`config.mk`:
```
export PLATFORM = sky130hd
export DESIGN_NAME = rr_grant_gen
export DESIGN_NICKNAME = d
export VERILOG_FILES = /design/src/rtl/rr_grant_gen_pkg.sv /design/src/rtl/rr_pick.sv /design/src/rtl/rr_grant_gen.sv
export SDC_FILE = /design/constraint.sdc
export NUM_CORES = 1
export LEC_CHECK = 0
export CORE_ASPECT_RATIO = 0.7
export CORE_MARGIN = 4
export CORE_UTILIZATION = 55
export DETAILED_ROUTE_END_ITERATION = 10
export PLACE_DENSITY_LB_ADDON = 0.1
export SKIP_LAST_GASP = 1
export SLEW_MARGIN = 10
export SYNTH_ARGS = -nofsm -noshare
export SYNTH_HDL_FRONTEND = slang
export SYNTH_SLANG_ARGS = --single-unit
```
`constraint.sdc`:
```
create_clock -name clk -period 6.05 [get_ports clk]
set_input_delay 0.605 -clock clk [delete_from_list [all_inputs] [get_ports clk]]
set_output_delay 0.605 -clock clk [all_outputs]
set_load 0.01 [all_outputs]
```
`src/rtl/rr_grant_gen_pkg.sv`:
```
// Shared definitions for the rr_grant_gen round-robin arbiter: FSM state encodings.
package rr_grant_gen_pkg;

    typedef enum logic {
        ARB_IDLE  = 1'b0,
        ARB_GRANT = 1'b1
    } arb_state_e;

endpackage

```
`src/rtl/rr_pick.sv`:
```
// Combinational round-robin picker: first set req bit after ptr, wrapping modulo CNT.
module rr_pick #(
    parameter int CNT = 5
) (
    input  logic [CNT-1:0]         req,
    input  logic [$clog2(CNT)-1:0] ptr,
    output logic                   pick_vld,
    output logic [$clog2(CNT)-1:0] pick_idx,
    output logic [CNT-1:0]         pick_onehot
);

    localparam int IDW = $clog2(CNT);

    logic [2*CNT-1:0] dbl;
    logic [CNT-1:0]   rot;
    logic             found;
    int               off;
    int               sum;

    always_comb begin
        dbl   = {req, req};
        // Bit k of rot corresponds to requester (ptr + 1 + k) mod CNT.
        rot   = CNT'(dbl >> (int'(ptr) + 1));
        found = 1'b0;
        off   = 0;
        for (int k = 0; k < CNT; k++) begin
            if (!found && rot[k]) begin
                found = 1'b1;
                off   = k;
            end
        end
        sum = int'(ptr) + 1 + off;
        if (sum >= CNT) begin
            sum = sum - CNT;
        end
        pick_vld = found;
        pick_idx = IDW'(sum);
        for (int i = 0; i < CNT; i++) begin
            pick_onehot[i] = found && (sum == i);
        end
    end

endmodule

```
`src/rtl/rr_grant_gen.sv`:
```
// Round-robin grant generator holding a registered one-hot select for whole transfers.
// Optional grant watchdog enabled by defining ARB_TIMEOUT_EN.
module rr_grant_gen
    import rr_grant_gen_pkg::*;
#(
    parameter int CNT         = 5,
    parameter int TIMEOUT_CYC = 255
) (
    input  logic                   clk,
    input  logic                   rst_n,
    input  logic [CNT-1:0]         req,
    input  logic                   ack,
    input  logic                   eop,
    output logic [CNT-1:0]         gnt,
    output logic                   gnt_vld,
    output logic [$clog2(CNT)-1:0] gnt_id,
    output logic                   timeout,
    output logic                   state_dbg
);

    localparam int IDW = $clog2(CNT);

    arb_state_e       state_q, state_d;
    logic [CNT-1:0]   gnt_q, gnt_d;
    logic             gnt_vld_q;
    logic [IDW-1:0]   gnt_id_q, gnt_id_d;
    logic [IDW-1:0]   ptr_q, ptr_d;
    logic             pick_vld;
    logic [IDW-1:0]   pick_idx;
    logic [CNT-1:0]   pick_onehot;
    logic             wd_exp;
    logic             release_ev;
    logic             load_grant;

    rr_pick #(.CNT(CNT)) u_pick (
        .req         (req),
        .ptr         (ptr_q),
        .pick_vld    (pick_vld),
        .pick_idx    (pick_idx),
        .pick_onehot (pick_onehot)
    );

    // One release per cycle no matter how many causes coincide.
    assign release_ev = (state_q == ARB_GRANT) &&
                        ((ack && eop) || !req[gnt_id_q] || wd_exp);

    always_comb begin
        state_d    = state_q;
        gnt_d      = gnt_q;
        gnt_id_d   = gnt_id_q;
        ptr_d      = ptr_q;
        load_grant = 1'b0;
        case (state_q)
            ARB_IDLE: begin
                if (pick_vld) begin
                    load_grant = 1'b1;
                end
            end
            ARB_GRANT: begin
                if (release_ev) begin
                    if (pick_vld) begin
                        load_grant = 1'b1;
                    end else begin
                        state_d  = ARB_IDLE;
                        gnt_d    = '0;
                        gnt_id_d = '0;
                    end
                end
            end
            default: begin
                state_d = ARB_IDLE;
            end
        endcase
        if (load_grant) begin
            state_d  = ARB_GRANT;
            gnt_d    = pick_onehot;
            gnt_id_d = pick_idx;
            ptr_d    = pick_idx;
        end
    end

    always_ff @(posedge clk or negedge rst_n) begin
        if (!rst_n) begin
            state_q   <= ARB_IDLE;
            gnt_q     <= '0;
            gnt_vld_q <= 1'b0;
            gnt_id_q  <= '0;
            ptr_q     <= IDW'(CNT - 1);
        end else begin
            state_q   <= state_d;
            gnt_q     <= gnt_d;
            gnt_vld_q <= |gnt_d;
            gnt_id_q  <= gnt_id_d;
            ptr_q     <= ptr_d;
        end
    end

`ifdef ARB_TIMEOUT_EN
    localparam int             WDW     = $clog2(TIMEOUT_CYC + 1);
    localparam logic [WDW-1:0] WD_LAST = WDW'(TIMEOUT_CYC - 1);

    logic [WDW-1:0] wd_cnt_q, wd_cnt_d;
    logic           timeout_q;

    // Expiry is judged on the cycle that would bring the count to TIMEOUT_CYC.
    assign wd_exp = (state_q == ARB_GRANT) && !ack && (wd_cnt_q == WD_LAST);

    always_comb begin
        wd_cnt_d = wd_cnt_q;
        if (load_grant || ack || (state_d == ARB_IDLE)) begin
            wd_cnt_d = '0;
        end else if (state_q == ARB_GRANT) begin
            wd_cnt_d = wd_cnt_q + WDW'(1);
        end
    end

    always_ff @(posedge clk or negedge rst_n) begin
        if (!rst_n) begin
            wd_cnt_q  <= '0;
            timeout_q <= 1'b0;
        end else begin
            wd_cnt_q  <= wd_cnt_d;
            timeout_q <= wd_exp;
        end
    end

    assign timeout = timeout_q;
`else
    assign wd_exp  = 1'b0;
    assign timeout = 1'b0;
`endif

    assign gnt       = gnt_q;
    assign gnt_vld   = gnt_vld_q;
    assign gnt_id    = gnt_id_q;
    assign state_dbg = logic'(state_q);

`ifndef SYNTHESIS
    gnt_onehot_a: assert property (@(posedge clk) disable iff (!rst_n) $onehot0(gnt_q));
    gnt_id_a: assert property (@(posedge clk) disable iff (!rst_n)
        (gnt_vld_q ? gnt_q[gnt_id_q] : (gnt_id_q == '0)));
`endif

endmodule
```
After elaboration in Yosys (flattened, before gate mapping)
Cells that the tools add are included.
- shifts and indexed selects: 1
- bitwise operators: 1
- reduce and logical (&&, ||, !) cells: 22
- order comparisons: 2
- equality and inequality tests: 5
- add/subtract/negate cells: 3
- mux-type cells: 26
- operator list (cell ; count):
    == test 32 x 3 -> 1 bit (second input constant) ; 2
    adder 32 x 4 -> 32 bit ; 1
    == test 32 x 2 -> 1 bit (second input constant) ; 1
    == test 32 x 4 -> 1 bit (second input constant) ; 1
    greater-or-equal comparator 32 x 4 -> 1 bit (second input constant) ; 1
    logical NOT 32 bit ; 1
    two-way mux 32 bit ; 1
    subtractor 32 x 4 -> 32 bit (second input constant) ; 1
    two-way mux 5 bit ; 4
    two-way mux 3 bit ; 5
    two-way mux 1 bit ; 12
    logical AND 1 bit ; 11
    right shift 10 x 4 -> 5 bit ; 1
    logical NOT 1 bit ; 5
    OR reduction 5 bit ; 1
    adder 3 x 1 -> 4 bit (second input constant) ; 1
    < comparator 3 x 4 -> 1 bit (second input constant) ; 1
    two-way mux 2 bit ; 2
    nonzero test 2 bit ; 2
    binary-select mux 1 bit (select 3 bit) ; 1
    AND reduction 3 bit ; 1
    inequality test 2 x 1 -> 1 bit (second input constant) ; 1
    one-hot mux 1 bit (2 select lines) ; 1
    logical OR 1 bit ; 1
    inverter 1 bit ; 1
- bits of input ports: 9
- logic and storage cells: 65
- bits in registers: 13
- output and inout bits: 11

Longest topological paths before layout
Gate-level depths: netlist (run 1).
- word-level depth: 22
- depth in mapped cells: 23

Modules after synthesis
A second synthesis (run 1) with hierarchy kept.
- cells, all modules: 180
- area total of the unflattened synthesis: 1544.0 µm²
- modules (own cells, without submodules) (module ; times used ; cells an instance ; area each (µm²)):
    rr_pick ; 1 ; 114 ; 850.8
    rr_grant_gen ; 1 ; 66 ; 693.2

Worst setup path before layout (run 1)
No wires, ideal clock.
- kind: reg-to-reg
- start: register ptr_q[2]
- end: register gnt_vld_q, in the netlist gnt_vld
- arrival time: 4.395 ns
- setup time: 0.072 ns
- setup slack: 1.583 ns
- data required time: 5.978 ns
- path buffers: 2
- clock period less this slack: 4.467 ns
- cell stages (with the launch flop): 23
- path through: dfstp_2 > buf_4 > xor2_1 > o32ai_1 > nor2_1 > a21oi_1 > o21ai_0 > o21ai_0 > ha_1 > inv_1 > fa_1 > ha_1 > inv_1 > nand2_1 > o21a_1 > ha_1 > clkbuf_1 > a21oi_1 > xor2_1 > mux2_2 > nor4_2 > a32o_2 > nand4b_1
- cells in the longest elaborated chain, start to end: 22
- ends and longest elaborated chain (what ; line ; text):
    start, declared ; rr_grant_gen.sv:27 ; logic [IDW-1:0] ptr_q, ptr_d;
    start signal, assigned ; rr_grant_gen.sv:88 ; ptr_q <= IDW'(CNT - 1);
    start signal, assigned ; rr_grant_gen.sv:94 ; ptr_q <= ptr_d;
    adder 3 x 1 -> 4 bit (*) ; rr_pick.sv:23, rr_pick.sv:32 ;
    right shift 10 x 4 -> 5 bit ; rr_pick.sv:23 ; rot = CNT'(dbl >> (int'(ptr) + 1));
    two-way mux 1 bit ; rr_pick.sv:27 ; if (!found && rot[k]) begin
    logical NOT 1 bit ; rr_pick.sv:27 ;
    logical AND 1 bit ; rr_pick.sv:27 ;
    two-way mux 1 bit ; rr_pick.sv:27 ;
    logical NOT 1 bit ; rr_pick.sv:27 ;
    logical AND 1 bit ; rr_pick.sv:27 ;
    [... 7 more ...] ; - ;
    adder 32 x 4 -> 32 bit ; rr_pick.sv:32 ; sum = int'(ptr) + 1 + off;
    subtractor 32 x 4 -> 32 bit / greater-or-equal comparator 32 x 4 -> 1 bit (equally long branches) ; rr_pick.sv:34, rr_pick.sv:33 ;
    two-way mux 32 bit ; rr_pick.sv:33 ; if (sum >= CNT) begin
    == test 32 x 2 -> 1 bit ; rr_pick.sv:39 ; pick_onehot[i] = found && (sum == i);
    logical AND 1 bit ; rr_pick.sv:39 ;
    two-way mux 5 bit (*) ; rr_grant_gen.sv:74 ; if (load_grant) begin
    named net gnt_d[1] ; rr_grant_gen.sv:24 ; logic [CNT-1:0] gnt_q, gnt_d;
    OR reduction 5 bit (*) ; rr_grant_gen.sv:92 ; gnt_vld_q <= |gnt_d;
    end signal, assigned ; rr_grant_gen.sv:92 ;
    end, declared ; rr_grant_gen.sv:25 ; logic gnt_vld_q;
Mark *: on every way through the listed nets, which the timed path passes. The rest lies on a longest branch.
A chain may end at the register's enable or synchronous reset.

Worst setup path after layout (run 1)
- start: input port req[4]
- end: register gnt_vld_q, in the netlist gnt_vld
- cells in the longest elaborated chain, start to end: 21
- ends and longest elaborated chain (what ; line ; text):
    start, declared ; rr_grant_gen.sv:11 ; input logic [CNT-1:0] req,
    right shift 10 x 4 -> 5 bit ; rr_pick.sv:23 ;
    two-way mux 1 bit ; rr_pick.sv:27 ;
    logical NOT 1 bit ; rr_pick.sv:27 ;
    logical AND 1 bit ; rr_pick.sv:27 ;
    two-way mux 1 bit ; rr_pick.sv:27 ;
    logical NOT 1 bit ; rr_pick.sv:27 ;
    logical AND 1 bit ; rr_pick.sv:27 ;
    two-way mux 1 bit ; rr_pick.sv:27 ;
    [... 6 more ...] ; - ;
    adder 32 x 4 -> 32 bit ; rr_pick.sv:32 ;
    subtractor 32 x 4 -> 32 bit / greater-or-equal comparator 32 x 4 -> 1 bit (equally long branches) ; rr_pick.sv:34, rr_pick.sv:33 ;
    two-way mux 32 bit ; rr_pick.sv:33 ;
    == test 32 x 2 -> 1 bit ; rr_pick.sv:39 ;
    logical AND 1 bit ; rr_pick.sv:39 ;
    two-way mux 5 bit (*) ; rr_grant_gen.sv:74 ;
    named net gnt_d[1] ; rr_grant_gen.sv:24 ;
    OR reduction 5 bit (*) ; rr_grant_gen.sv:92 ;
Mark *: on every way through the listed nets, which the timed path passes. The rest lies on a longest branch. The select of a mux whose other input is x is not followed.

==> run summary, run 1 <==
Status - finished, final reports clean
Register area - 327 sq um
Worst-case reg-to-reg path depth - 20
Hold Startpoint - gnt[3]$_DFF_PN0_
Period Utilization, post-route - 87.9%
GR Util All Layers - 21.9%
Slew Limit Fails - 0
CTS tree - done
Seq/Total Area, Yosys - 22.8%
Router iterations before antenna repair - 4
Via/cell ratio - 6.13
Post-CTS Setup Inserts - 0
Critical Path AT - 5.49 ns
Synthesized cell area - 1430 sq um
Diodes inserted - 0
Top post-synthesis cells by area - dfrtp_1, ha_1, nand2_1
Reg2reg end - gnt_vld$_DFF_PN0_
Final HPWL DP - 2670 microns
Final WL - 3360 microns
Netlist cell types - 67
DR vias - 1,263
WHS Path Cells - 1
Pin count of the biggest net entering global routing - 21
Period minus WS final - 5.32 ns
Worst-Margin Slew - 0.610 ns
Post-layout nets - 190
Crit path cell chain - clkdlybuf4s50_1 -> inv_1 -> o32ai_1 -> nor2_1 -> a21oi_1 -> o21ai_0 -> o21ai_0 -> ha_1 -> inv_1 -> fa_1 -> ha_1 -> inv_1 -> nand2_1 -> o21a_1 -> ha_1 -> a21oi_1 -> xor2_1 -> mux2_2 -> nor4_2 -> a32o_2 -> nand4b_1
Initial antenna violation count - 0
Row cnt - 15
Vias in the first global route - 1,203
Antenna Violating Nets Remaining - 0
Worst hold path class - flip-flop to flip-flop
Clock latency on the worst-skew pair - 0.24 ns
Clk_skew - 0.00433 ns
CP max-delay cell - clkdlybuf4s50_1
Reg-to-Reg Start - ptr_q[2]$_DFFE_PN1P_
Net Count, Synth - 173
Synth async-reset ratio - 100%
Drt drc - 0
Num CTS Buffers - 3
CP Launch Type - input port
RSZ-0062 raised after global routing - no
# fillers - 210
Yosys warning total - 0
R2R Setup Slk - 0.88 ns
Grt ovf - 0
Max FO, Critical Path - 8
Routed len/inst - 16.3 microns
Non-Filler Instances - 206
H-tree depth - 1
Placed Cells - 202
Area grow syn2layout - 15.5%
Seq cells post-synth - 13
Max incr delay on CP - 0.54 ns
Hold_ws - 0.522 ns
Top Ports - 20
Post-CTS Hold Fix Bufs - 0
Die area - 3500 sq um
Hold Path End - gnt[3]$_DFF_PN0_
Synth area leader - dfrtp_1
Area share of the largest cell type after synthesis - 21.0%
Multi-input logic area - 1020 sq um
GPL Wtd Cong - 0.834
Syn_area_per_cell - 9.18 sq um
Syn Inst Count - 156
Core Region - 2480 sq um
Max Fclk - 188 MHz
Clk slew on worst S/H paths - 0.05 ns
Final setup fails - 0
Top delay family on crit path - compound AO/OA/AOI/OAI gates
Root Buffer - clkbuf_8
Synth Flop Type - dfrtp_1
First-pass GRT wire length - 5810 microns
CP Capture Type - flip-flop
Cts repair resizes - 0
Final core occ - 66.7%
Iter 0 DRT Violations - 109
Layout cells sized above 1 - 11.0%
Starting Density - 57.8%
Rel. slew slack - 59.3%
Final hold violation count - 0
Chip width - 69.0 microns
Critical path data required time - 6.22 ns
CP bufs+invs - 4
Die height - 50.7 microns
Max-Cap Viols - 0
Worst Setup Path Type - input port to flip-flop
Sum of negative setup slack - 0 ns
Num Clock Sinks - 13
Max Root-Sink Buffers - 2
Port bufs - 18
Post-synth EDFFs - 0
[metrics by stage]
stage / setup WS, ns / area (sq um)
finish: 0.733 / 1650
floorplan: 1.58 / 1430
CTS: 0.854 / 1650
detailed placement: 0.659 / 1610
global route: 0.483 / 1650
global placement: 0.849 / 1610
[synth_stat cells (3+ instances only)]
cell type   n
nor2b_1     4
nor2_1      6
o21ai_0     6
and3_1      3
nand2_1    20
mux2i_1     7
mux2_1      3
ha_1        7
a21oi_1     7
inv_1       8
dfrtp_1    12
o211ai_1    4
mux2_2      3
xor2_1      3
or3b_1      4
[registers in the layout, indices dropped and copies added (netlist names)]
register   cells
ptr_q          3
gnt_id         3
state_dbg      1
gnt            5
gnt_vld        1
[cell usage in the layout (no fill, tap or decap), drive strengths merged, types with 3 or more instances in the layout]
| master | n |
|---|---|
| o211ai | 4 |
| o31ai | 3 |
| inv | 9 |
| and3 | 3 |
| or3b | 4 |
| o21ai | 7 |
| nor2 | 6 |
| a21oi | 7 |
| dfrtp | 12 |
| nand2 | 20 |
| mux2 | 7 |
| nor2b | 4 |
| mux2i | 7 |
| clkbuf | 4 |
| xor2 | 3 |
| ha | 7 |
| clkdlybuf4s50 | 18 |
[cell type report]
| type | count | share of cell area (%) |
|---|---|---|
| Sequential cell | 13 | 19.8 |
| Timing Repair Buffer | 18 | 10.9 |
| Clock buffer | 4 | 2.73 |
| Multi-Input combinational cell | 128 | 62.0 |
| Tap cell | 34 | 2.57 |
| Inverter | 9 | 2.04 |
[worst max path at each step]
stage,endpoint,from,cells after the start,slack [ns]
after floorplan,gnt_vld$_DFF_PN0_,ptr_q[2]$_DFFE_PN1P_,22,1.58
after global placement,gnt_vld$_DFF_PN0_,req[4],21,0.85
after detailed placement,gnt_vld$_DFF_PN0_,req[4],21,0.66
after CTS,gnt_vld$_DFF_PN0_,req[4],21,0.85
after global routing,gnt_vld$_DFF_PN0_,req[4],21,0.48
final,gnt_vld$_DFF_PN0_,req[4],21,0.73
[metal layers]
metal	global-route usage, %	vias to the layer above	wire (microns)
met4	4.85	0	23
met5	0	-	0
met1	33.3	578	1590
li1	-	624	-
met2	33.1	57	1490
met3	2.24	4	260
[logic make-up after synthesis]
logic type	after synthesis	synth area share [%]
and+or+nand+nor	55	22.6
xor gates and xnor gates	5	3.58
AOI/OAI and AO/OA	44	25.4
muxes	15	12.2
buffers and inverters	15	5.59
adders and majority gates	8	7.52
DFF	13	22.8
other	1	0.262
Power of run 1 is left out: the tool's default activity adds up to more than one toggle a clock period on the data nets, which glitch-free logic cannot reach.
==> run 2: changes to the inputs <==
Settings changed: CAP_MARGIN set to 20.
==> results of run 2 <==
Final layout, timing and power as in run 1 (identical DEF).
Power of run 2 is left out for the same reason.
==> run 3: changes to the inputs <==
Settings changed: CORE_UTILIZATION 55 to 49, MAX_ROUTING_LAYER set to met4.
Clock period 6.05 ns to 4.3 ns, I/O delays scaled along.
==> run summary, run 3 (synthesis gave the netlist of run 1 again) <==
DR vias - 1,493 (+18%)
CP Capture Type - flip-flop
Final instance area - 2110 sq um (+28%)
Crit path cell chain - clkdlybuf4s50_1 -> buf_4 -> mux2_1 -> nor3b_1 -> buf_4 -> o31ai_4 -> nor2_2 -> inv_1 -> fa_1 -> ha_2 -> inv_2 -> nand2_2 -> o21a_1 -> ha_4 -> nand4_1 -> o31ai_1 -> mux2_4 -> nor4_4 -> a32o_2 -> nand4b_1
CP bufs+invs - 5 (+1)
Placed Area - 1970 sq um (+22%)
Setup Slack @ Placement - -0.352 ns (-1.01 ns)
Top delay family on crit path - adder cells
Most common cell after layout, fill and taps aside - buf_4
Reg-to-Reg Start - ptr_q[2]$_DFFE_PN1P_
Die area - 3860 sq um (+11%)
Clk slew on worst S/H paths - 0.05 ns (about the same)
Grt ovf - 0 (unchanged)
Row cnt - 16 (+1)
Starting Density - 51.1% (-6.7 points)
# fillers - 199 (-5.2%)
Core Region - 2800 sq um (+13%)
Status - finished, final reports clean
Reg2reg end - gnt_vld$_DFF_PN0_
Worst hold path class - flip-flop to flip-flop
Top Ports - 20 (unchanged)
Die height - 53.2 microns (+5.0%)
WP depth - 20 (-4.8%)
GPL Wtd Cong - 0.863 (+3.4%)
H-tree depth - 1 (unchanged)
Pin count of the biggest net entering global routing - 14 (-33%)
R2R Setup Slk - 0.05 ns (-0.83 ns)
Worst-case reg-to-reg path depth - 17 (-15%)
Max FO, Critical Path - 6 (-2)
Area grow syn2layout - 47.6%
Final hold violation count - 0 (unchanged)
Worst Setup Path Type - input port to flip-flop
Chip width - 72.6 microns (+5.3%)
Initial antenna violation count - 0 (unchanged)
Period minus WS final - 4.29 ns
Crit path top cell by count - buf_4
RSZ-0062 raised after global routing - yes
Clk_skew - 0.00161 ns (-0.00272 ns)
Post-CTS Hold Fix Bufs - 0 (unchanged)
Clock latency on the worst-skew pair - 0.25 ns (about the same)
Layout cells sized above 1 - 37.2% (+26 points)
Period Utilization, post-route - 99.8%
First-pass GRT wire length - 6960 microns (+20%)
Worst-Margin Slew - 0.573 ns (-0.0375 ns)
Max Fclk - 233 MHz
Crit path launch - req[3]
Number of flip-flops under the largest register name - 5 (unchanged)
Via/cell ratio - 5.76 (-6.0%)
Root Buffer - clkbuf_8
Max-Cap Viols - 0 (unchanged)
Max incr delay on CP - 0.56 ns (+0.02 ns)
Slew Limit Fails - 0 (unchanged)
Final setup fails - 0 (unchanged)
Critical path data required time - 4.41 ns (-1.81 ns)
Num Clock Sinks - 13 (unchanged)
Sum of negative setup slack - 0 ns (unchanged)
Most frequent cells in the layout - buf_4, nand2_1, clkdlybuf4s50_1, dfrtp_1, mux2i_1
CP max-delay cell - fa_1
Antenna Violating Nets Remaining - 0 (unchanged)
Diodes inserted - 0 (unchanged)
Critical Path AT - 4.40 ns (-1.09 ns)
CP Launch Type - input port
Worst Setup EP - gnt_vld$_DFF_PN0_
GR Util All Layers - 23.8% (+1.9 points)
Final WL - 4090 microns (+22%)
Iter 0 DRT Violations - 59 (-46%)
CTS tree - done
Max Root-Sink Buffers - 2 (unchanged)
Post-layout nets - 241 (+27%)
Routed len/inst - 15.8 microns (-3.2%)
Router iterations before antenna repair - 4 (unchanged)
Setup ws final - 0.00722 ns (-0.726 ns)
Vias in the first global route - 1,430 (+19%)
Rel. slew slack - 61.8% (+2.5 points)
Final HPWL DP - 3140 microns (+18%)
Num CTS Buffers - 3 (unchanged)
Drt drc - 0 (unchanged)
Port bufs - 18 (unchanged)
-- run 3: per-layer routing --
layer / share of wire (%) / wire, microns / vias up / track usage, %
li1: - / - / 722 / -
met1: 51 / 2080 / 726 / 34.6
met2: 44 / 1810 / 40 / 35.2
met3: 4.0 / 163 / 5 / 2.85
met4: 0.83 / 34 / 0 / 5.83
met5: 0 / 0 / - / -
-- run 3: what timing repair did --
action                                 4_1_cts  5_1_grt
gates resized for setup                      8       10
endpoints found under the hold margin        0        0
pin swaps                                    3       10
setup endpoints to repair                    3        6
buffers inserted                             1        5
-- run 3: area by class of cell --
class	instances	area [sq um]	share of cell area, %
clock buffer	4	45.0	2.13
inverter	9	33.8	1.60
multi-input combinational	128	1100	51.9
sequential	13	327	15.5
tap	36	45.0	2.13
timing repair buffer	69	566	26.8
-- run 3: worst min path at each step --
stage / cells past startpoint / startpoint / endpoint / slack, ns
finish: 2 / gnt[2]$_DFF_PN0_ / gnt[2]$_DFF_PN0_ / 0.54
global route: 1 / gnt[1]$_DFF_PN0_ / gnt[1]$_DFF_PN0_ / 0.55
CTS: 1 / gnt[1]$_DFF_PN0_ / gnt[1]$_DFF_PN0_ / 0.54
detailed placement: 2 / gnt[2]$_DFF_PN0_ / gnt[2]$_DFF_PN0_ / 0.51
global placement: 1 / gnt[1]$_DFF_PN0_ / gnt[1]$_DFF_PN0_ / 0.49
floorplan: 0 / rst_n / gnt[0]$_DFF_PN0_ / 0.13
-- run 3: worst min-delay path: stages, from the launching register on --
cell     delay [ns]
dfrtp_1        0.36
nand2_1        0.06
o21ai_1        0.08
-- run 3: through the flow --
step                      hold slack (ns)  cells  util, %
final                               0.543    259     75.4
after detailed placement            0.514    249     70.3
after global placement              0.494    249     70.3
after floorplan                     0.134    156        -
after global routing                0.547    259     75.4
after CTS                           0.536    254     73.1
Power of run 3 is left out for the same reason.
==> edit: new RTL, settings of run 2 <==
Build with the macro `ARB_TIMEOUT_EN` defined.
--- a/src/rtl/rr_grant_gen.sv
+++ b/src/rtl/rr_grant_gen.sv
@@ -1,5 +1,7 @@
 // Round-robin grant generator holding a registered one-hot select for whole transfers.
 // Optional grant watchdog enabled by defining ARB_TIMEOUT_EN.
+`define ARB_TIMEOUT_EN
+
 module rr_grant_gen
     import rr_grant_gen_pkg::*;
 #(
Formal check against the unedited RTL: no difference found for any inputs over 10 cycles, from zero or initial values and one cycle with rst_n low; that may be too few to reach the edited logic, so the function may still have changed.
==> edit against run 2 <==
Global-route usage decreased by 1.5 points; final cell count increased by 18%; largest cell class unchanged; cell area increased by 27%; sequential cell count increased by 9; routed wire length increased by 23%; critical path type unchanged; clock skew decreased by 0.0033 ns; worst setup slack improved by 0.60 ns; worst hold slack improved by 0.019 ns; count of clock-buffer cells in the layout decreased by 1; synthesized area increased by 28%; non-clock buffer count increased by 1.
Power is left out: the tool's default activity adds up to more than one toggle a clock period on the data nets, which glitch-free logic cannot reach.
==> edit: results (changes against run 2) <==
sequential cell area fraction in the yosys report = 30.00% (+7.2 points)
crit-path max cell delay = 0.58 ns (+0.04 ns)
worst hold path type = reg2reg
clock skew = 0.001061 ns (-0.003271 ns)
hpwl dp = 3184 µm (+19%)
outcome = completed
Pre-antenna DRT Iters = 4 (unchanged)
number of flip-flops under the largest register name = 8 (+3)
dominant cells by area after synthesis = dfrtp_1 29%, ha_1 6.1%, mux2i_1 4.4%
Total GRT Usage = 20.41% (-1.5 points)
initial drt markers = 117 (+7.3%)
Async S/R FF share, synth = 100.0% (unchanged)
RD Place Congestion = 0.8775 (+5.2%)
CTS clk-pin slew, worst paths = 0.08 ns (+0.03 ns)
H-tree lvl count = 1 (unchanged)
Worst EP arrival = 4.88 ns (-0.61 ns)
M2 GR Usage = 30.01% (-3.1 points)
critical path's slowest cell = fa_1
syn_nets = 207 (+20%)
Distinct cells, synth = 62 (-7.5%)
Crit Path Max Fanout = 7 (-1)
PortBufs = 19 (+1)
Post-Syn Instances = 188 (+21%)
first-pass GRT wire length = 7279 µm (+25%)
pre-CTS setup slack = 1.093 ns (+0.4339 ns)
largest net degree at the start of global routing = 23 (+9.5%)
cts repair resizes = 0 (unchanged)
met1 usage = 29.45% (-3.9 points)
proportion of layout cells with a drive suffix above 1 = 10.73% (-0.31 points)
Root Driver = clkbuf_8
final non-filler cell total = 243 (+18%)
number of fill cells = 258 (+23%)
Num CTS Buffers = 3 (unchanged)
worst-skew pair later-pin latency = 0.26 ns (+0.02 ns)
wire per inst = 17.04 µm (+4.4%)
Synth top cells by count = 21 x dfrtp_1, 17 x nand2_1, 14 x nor2_1, 10 x inv_1, 9 x ha_1
Hold Crit Depth = 2 (+1)
Yosys warnings = 0 (unchanged)
CTS max path bufs = 2 (unchanged)
Slew headroom = 35.80% (-24 points)
Biggest register = wd_cnt_q
initial antenna violation count = 0 (unchanged)
ant diodes = 0 (unchanged)
# nets final = 225 (+18%)
GRT met3 Usage = 5.288% (+3.1 points)
Setup Fix Bufs, Post-CTS = 0 (unchanged)
R2R cell count = 18 (-10%)
Avg Vias per Cell = 6.329 (+3.2%)
vias in the first global route = 1,542 (+28%)
[edit: cell types whose count changed after synthesis, moves of 3 or more]
cell      before  now
dfrtp_1       12   21
nand2_1       20   17
nand2b_1       2    5
nand3_1        2    7
nor2_1         6   14
o211ai_1       4    1
o31ai_1        2    6
or3b_1         4    0
xnor2_1        1    5
[edit: worst paths after layout]
kind	startpoint	endpoint	slack, ns
max in group asynchronous	rst_n	wd_cnt_q[1]	4.59
min	gnt[0]	gnt[0]	0.54
min in group asynchronous	rst_n	state_dbg	0.87
min reg2reg	gnt[0]	gnt[0]	0.54
max reg2reg	ptr_q[0]	gnt[1]	1.46
max	req[0]	gnt[1]	1.34
[edit: through the flow]
stage               cell area (µm²)  hold WS (ns)  utilization, %
floorplan                      1839        0.3094               -
detailed placement             2023        0.5058           63.84
CTS                            2095        0.5312           66.09
finish                         2095        0.5416           66.09
global route                   2095        0.5773           66.09
global placement               2023        0.4963           63.84
[edit: routing by layer]
layer	wire (µm)	vias up
li1	-	730
met1	2115	754
met2	1751	50
met3	245	4
met4	27	0
met5	0	-
[edit: kinds of logic after synthesis]
kind of cell	synth area share [%]
buffers and inverters	4.966
AND/OR/NAND/NOR	22.65
adder cells (fa/ha/maj)	7.211
flip-flops	30.00
multiplexers	10.88
AO/OA/AOI/OAI	18.64
XOR/XNOR	5.646
[edit: area by class of cell]
cell class	instances	area, µm²	share of cell area (%)
clock buffer	3	41.29	1.971
clock inverter	1	30.03	1.434
inverter	10	37.54	1.792
multi-input combinational	150	1196	57.11
sequential	22	551.8	26.34
tap	38	47.55	2.270
timing repair buffer	19	190.2	9.080
[edit: critical path: cells and delay by family]
family,cells,cell delay (ns)
buffers and inverters,4,0.79
multiplexers,1,0.54
adder cells (fa/ha/maj),4,1.33
AND/OR/NAND/NOR,2,0.31
AO/OA/AOI/OAI,8,1.30
